### config.mk
export PLATFORM = sky130hd
export DESIGN_NAME = rr_sched4_flat
export DESIGN_NICKNAME = d
export VERILOG_FILES = /design/src/rtl/rr_sched4_if.sv /design/src/rtl/rr_sched4.sv /design/src/flat_wrapper.sv
export SDC_FILE = /design/constraint.sdc
export NUM_CORES = 1
export LEC_CHECK = 0
export CAP_MARGIN = 25
export CORE_UTILIZATION = 40
export CTS_BUF_LIST = sky130_fd_sc_hd__clkbuf_2 sky130_fd_sc_hd__clkbuf_4 sky130_fd_sc_hd__clkbuf_8
export DETAILED_ROUTE_END_ITERATION = 10
export PLACE_DENSITY = 0.61
export SYNTH_ARGS = -nofsm -noshare
export SYNTH_HDL_FRONTEND = slang
export SYNTH_SLANG_ARGS = --single-unit
### constraint.sdc
create_clock -name clk -period 2.4 [get_ports clk]
set_input_delay 0.48 -clock clk [delete_from_list [all_inputs] [get_ports clk]]
set_output_delay 0.48 -clock clk [all_outputs]
set_load 0.02 [all_outputs]
### src/rtl/rr_sched4_if.sv
// Handshake bundle between the four clients and the round-robin scheduler.
// The scheduler connects through the slave modport; the client side
// (or a bench acting for it) uses master.
interface rr_sched4_if;
  logic [3:0] req;
  logic       done;
  logic [3:0] gnt;
  logic [1:0] gnt_id;
  logic       busy;
  logic       tmo;

  modport master (
    output req, done,
    input  gnt, gnt_id, busy, tmo
  );

  modport slave (
    input  req, done,
    output gnt, gnt_id, busy, tmo
  );
endinterface

### src/rtl/rr_sched4.sv
// Round-robin scheduler: four requesters share one resource. A one-hot
// priority pointer rotates past each owner on release; a grant is held until
// done, the owner's request drops, or (optionally) a hold timeout.
// Optional feature macro: RR_TIMEOUT_EN enables the MAX_HOLD timeout and tmo.
module rr_sched4 #(
  parameter int MAX_HOLD = 15
) (
  input  logic        clk,
  input  logic        rst,
  rr_sched4_if.slave  bus
);

  typedef enum logic {IDLE = 1'b0, GRANT = 1'b1} state_t;

  state_t     state_q, state_d;
  logic [3:0] ptr_q, ptr_d;
  logic [3:0] gnt_q, gnt_d;
  logic [1:0] gnt_id_q, gnt_id_d;
  logic       busy_q, busy_d;
  logic       tmo_q, tmo_d;
  logic [7:0] hold_q, hold_d;

  logic [1:0] win;
  logic       owner_req;
  logic       hit;

  // First set request bit at or after the one-hot pointer, wrapping 3->0.
  function automatic logic [1:0] pick(input logic [3:0] r, input logic [3:0] p);
    logic [1:0] base;
    logic [1:0] idx;
    logic       found;
    pick  = 2'd0;
    found = 1'b0;
    unique case (p)
      4'b0010: base = 2'd1;
      4'b0100: base = 2'd2;
      4'b1000: base = 2'd3;
      default: base = 2'd0;
    endcase
    for (int k = 0; k < 4; k++) begin
      idx = base + 2'(k);
      if (!found && r[idx]) begin
        pick  = idx;
        found = 1'b1;
      end
    end
  endfunction

`ifdef RR_TIMEOUT_EN
  localparam logic [7:0] HOLD_LAST = 8'(MAX_HOLD - 1);
  // Timeout fires on the edge where the grant has lasted MAX_HOLD cycles.
  assign hit = (hold_q == HOLD_LAST);
`else
  logic unused_max_hold;
  assign unused_max_hold = (MAX_HOLD > 0);
  assign hit = 1'b0;
`endif

  assign win       = pick(bus.req, ptr_q);
  assign owner_req = bus.req[gnt_id_q];

  // Next-state and output decode; everything defaults to hold, tmo to 0.
  always_comb begin
    state_d  = state_q;
    ptr_d    = ptr_q;
    gnt_d    = gnt_q;
    gnt_id_d = gnt_id_q;
    busy_d   = busy_q;
    tmo_d    = 1'b0;
    hold_d   = hold_q;
    unique case (state_q)
      IDLE: begin
        gnt_d  = 4'b0000;
        busy_d = 1'b0;
        if (|bus.req) begin
          state_d  = GRANT;
          gnt_d    = 4'b0001 << win;
          gnt_id_d = win;
          busy_d   = 1'b1;
          hold_d   = 8'd0;
        end
      end
      GRANT: begin
        if (bus.done || !owner_req || hit) begin
          state_d = IDLE;
          gnt_d   = 4'b0000;
          busy_d  = 1'b0;
          // Rotate-left of the grant: the requester above the owner leads next.
          ptr_d   = {gnt_q[2:0], gnt_q[3]};
          // done wins over timeout; a dropped request is not a timeout either.
          tmo_d   = hit && !bus.done && owner_req;
        end else if (hold_q != 8'hFF) begin
          hold_d = hold_q + 8'd1;
        end
      end
      default: state_d = IDLE;
    endcase
  end

  // State and output registers with synchronous reset.
  always_ff @(posedge clk) begin
    if (rst) begin
      state_q  <= IDLE;
      ptr_q    <= 4'b0001;
      gnt_q    <= 4'b0000;
      gnt_id_q <= 2'd0;
      busy_q   <= 1'b0;
      tmo_q    <= 1'b0;
      hold_q   <= 8'd0;
    end else begin
      state_q  <= state_d;
      ptr_q    <= ptr_d;
      gnt_q    <= gnt_d;
      gnt_id_q <= gnt_id_d;
      busy_q   <= busy_d;
      tmo_q    <= tmo_d;
      hold_q   <= hold_d;
    end
  end

  assign bus.gnt    = gnt_q;
  assign bus.gnt_id = gnt_id_q;
  assign bus.busy   = busy_q;
  assign bus.tmo    = tmo_q;

endmodule

### src/flat_wrapper.sv
// flat-port wrapper written by rule: the top's interface ports become plain ports
module rr_sched4_flat 
#(
  parameter int MAX_HOLD = 15
)
  (clk, rst, bus_req, bus_done, bus_gnt, bus_gnt_id, bus_busy, bus_tmo);
  rr_sched4_if bus_i ();
  input  logic clk;
  input  logic rst;
  input wire logic [$bits(bus_i.req)-1:0] bus_req;
  input wire logic [$bits(bus_i.done)-1:0] bus_done;
  output wire logic [$bits(bus_i.gnt)-1:0] bus_gnt;
  output wire logic [$bits(bus_i.gnt_id)-1:0] bus_gnt_id;
  output wire logic [$bits(bus_i.busy)-1:0] bus_busy;
  output wire logic [$bits(bus_i.tmo)-1:0] bus_tmo;
  assign bus_i.req = bus_req;
  assign bus_i.done = bus_done;
  assign bus_gnt = bus_i.gnt;
  assign bus_gnt_id = bus_i.gnt_id;
  assign bus_busy = bus_i.busy;
  assign bus_tmo = bus_i.tmo;
  rr_sched4 #(.MAX_HOLD(MAX_HOLD)) u_core (.clk(clk), .rst(rst), .bus(bus_i));
endmodule
==> run metrics <==
Max Clock Freq=roughly 440 MHz; WL final=about 2200 um; Pleak=between 0.0004 and 0.0005 uW; post-synth top area share=approximately 27%; Slew HR=approximately two thirds; first-pass GRT wire length=3726 um; vias in the first global route=854; mux contribution to synthesized area=between 8 and 9%; Skew-Pair Late Insertion Delay=roughly 270 ps; complex-gate fraction of the synthesized area=28.17%; via/cell ratio=5.610; Core Area=2042 um2; Hold WS=just under 500 ps; Clock transition at path regs=70 ps; post-synthesis sequential area ratio=between 20 and 30%; Synth Net Count=117; average size of a mapped cell=between 8 and 9 um2; crit-path cells=clkdlybuf4s50_1 > inv_1 > or3_1 > a32oi_2 > o21ai_0 > a32o_1 > a22oi_1 > nor2_1; Clock Skews=about 2.1 ps; WP data required=about 2500 ps; critical path class=input pin to register; Reg2Reg Depth=9; Detail Placement HPWL=~1600 um; FF+latch count, synth=12; Final Cycle Share=94.97%; maximum fanout along the worst path=3; worst path bufs/invs=2; Synth Area in Adders=0%; Largest stage delay, worst path=500 ps; initial antenna violation count=0; clock sink count=12; Final Max Tran Viols=0; Vias=around 900; RSZ-0062 raised after global routing=false; Worst setup SP type=input pin; most frequent cells in the layout=nor2_1 (17), buf_4 (15), clkdlybuf4s50_1 (13); fin nets=141; status=complete, no violations; share of cells above drive strength 1=a little under a quarter; Slowest-stage cell, CP=clkdlybuf4s50_1; Die H=49.36 um; R2R Path End=u_core.bus.gnt[3]; CTS root buf=clkbuf_4; XOR/XNOR Fraction of Synth Area=1.953%; IO Pins=15; Starting Density=43.93%; Max Cap Violations=0; # DRC=0; total gr overflow=0; antenna viol nets, final=0; TritonCTS clock tree=yes; Hold Buf Count CTS=0; hold endpoint=u_core.bus.gnt[0]; Worst Max-Slew Pin Slew=500.7 ps; FP Rows=16; Synth area leaders=dfxtp_1 (27%), nor2_1 (7.1%), mux4_2 (5.0%), a21oi_1 (3.3%), mux2i_1 (3.3%); hold depth=2; delay-heaviest family, CP=compound AO/OA/AOI/OAI gates; Power per Cell Area=around 420 nW/um2; Die ar.=2436 um2; worst vdd ir=0.0003701 V; routed len/inst=13.78 um; port buffer count=13; Final Hold Fails=0; largest net degree at the start of global routing=13; Pre-antenna DRT Iters=4; worst hold start=u_core.bus.gnt[0]; Ys Warns=0; Max clock buf depth=2; largest family of logic cells by synthesized area=compound AO/OA/AOI/OAI gates; # Post-CTS Setup Buffers=0; Syn Inst Count=110; r2r setup slk=around 180 ps; post-cts sizing count=0; Die Width=49.36 um; area leader, netlist=dfxtp_1; Synth Cell Area=897.1 um2; CTS buffer count=3; RePlAce Congestion=roughly 0.83; setup TNS=0 ps; CP endpoint kind=register; Min Clock Period, post-route=roughly 2300 ps; crit path DAT=2420 ps; GRT Util Overall=between 20% and 30%; most common cell after layout, fill and taps aside=nor2_1; FF-to-FF Start=u_core.ptr_q[2]; simple-gate area share of the yosys netlist=between 20 and 30%; area delta synth->final=30.26%; H-tree depth=1; diode count=0; Synth cell types=45; initial DRC count=19; Setup-failing EPs final=0; worst hold path class=register to register
==> synthesized netlist by cell type (all sizes together) <==
cell type,number
a32o,2
a32oi,1
a21o,2
a221o,1
xnor2,2
or2,2
mux2i,3
nand2,4
a21boi,1
nor2b,1
dfxtp,12
and4b,1
mux4,2
nor4bb,1
o21ai,5
o311ai,1
a22oi,4
inv,4
and3,1
nor4b,1
a21oi,7
clkbuf,5
nand3b,2
conb,1
buf,4
a211o,1
o31ai,1
nor3,2
or4b,1
or3,3
nor4,1
nand2b,3
a2111oi,1
nor3b,2
a31oi,5
and2,2
nor2,17
a211oi,1
==> flip-flops by register name, indices dropped and copies added (netlist names) <==
register,flops
u_core.ptr_q,4
u_core.state_q,1
u_core.bus.busy,1
u_core.bus.gnt,4
u_core.bus.gnt_id,2
==> kinds of logic (layout without fill, tap and decap cells) <==
kind of cell / count (synthesis) / in the layout
XOR/XNOR: 2 / 2
buffers and inverters: 13 / 35
multiplexers: 5 / 5
flip-flops: 12 / 12
other: 1 / 1
AO/OA/AOI/OAI: 33 / 33
AND/OR/NAND/NOR: 44 / 44
==> per-layer routing <==
metal / GRT usage [%] / up-vias / wire, um
met4: 11.76 / 0 / 52
met2: 31.05 / 14 / 1021
li1: - / 445 / -
met5: 0 / - / 0
met1: 27.60 / 428 / 1081
met3: 0.9346 / 5 / 35
==> area by class of cell <==
cell class	instances	area [um2]
inverters	4	15.01
repair buffers	28	242.7
fillers	218	873.3
flip-flops and latches	12	241.5
well taps	27	33.78
multi-input cells	85	613.1
clock buffers	3	22.52
==> power breakdown <==
group          switching (uW)  leakage, uW  total (uW)  internal (uW)
Clock                    59.4    0.0000138         118           58.1
Sequential               11.2    0.0000989         222            211
Combinational            78.8     0.000315         154           75.3
==> worst max-delay path by stage <==
stage / from / cells after the start / end / slack [ps]
6_report: bus_req[0] / 8 / u_core.bus.gnt[3] / 120
3_3_place_gp: bus_req[3] / 10 / u_core.bus.gnt[3] / -180
2_1_floorplan: bus_req[2] / 8 / u_core.bus.gnt[3] / 230
4_1_cts: u_core.ptr_q[1] / 8 / u_core.bus.gnt[3] / 50
5_1_grt: bus_req[0] / 8 / u_core.bus.gnt[3] / 10
3_5_place_dp: bus_req[2] / 9 / u_core.bus.gnt[3] / -200
==> metrics by stage <==
step	std cells	power [uW]	setup WS, ps	util, %	instance area (um2)
final	159	494.2	120.8	57.23	1169
after global routing	159	523.7	10.11	57.23	1169
after CTS	159	497.5	45.09	56.25	1149
after detailed placement	156	376.6	-198.1	55.15	1126
after global placement	156	375.8	-175.1	55.15	1126
after floorplan	110	321.6	228.5	-	897.1
==> tightest hold or removal path, stage by stage (launching register included) <==
cell,delay (ps)
dfxtp_1,330
nand2_1,60
a21oi_1,50
Note: power is estimated with default switching activity, not from simulation.
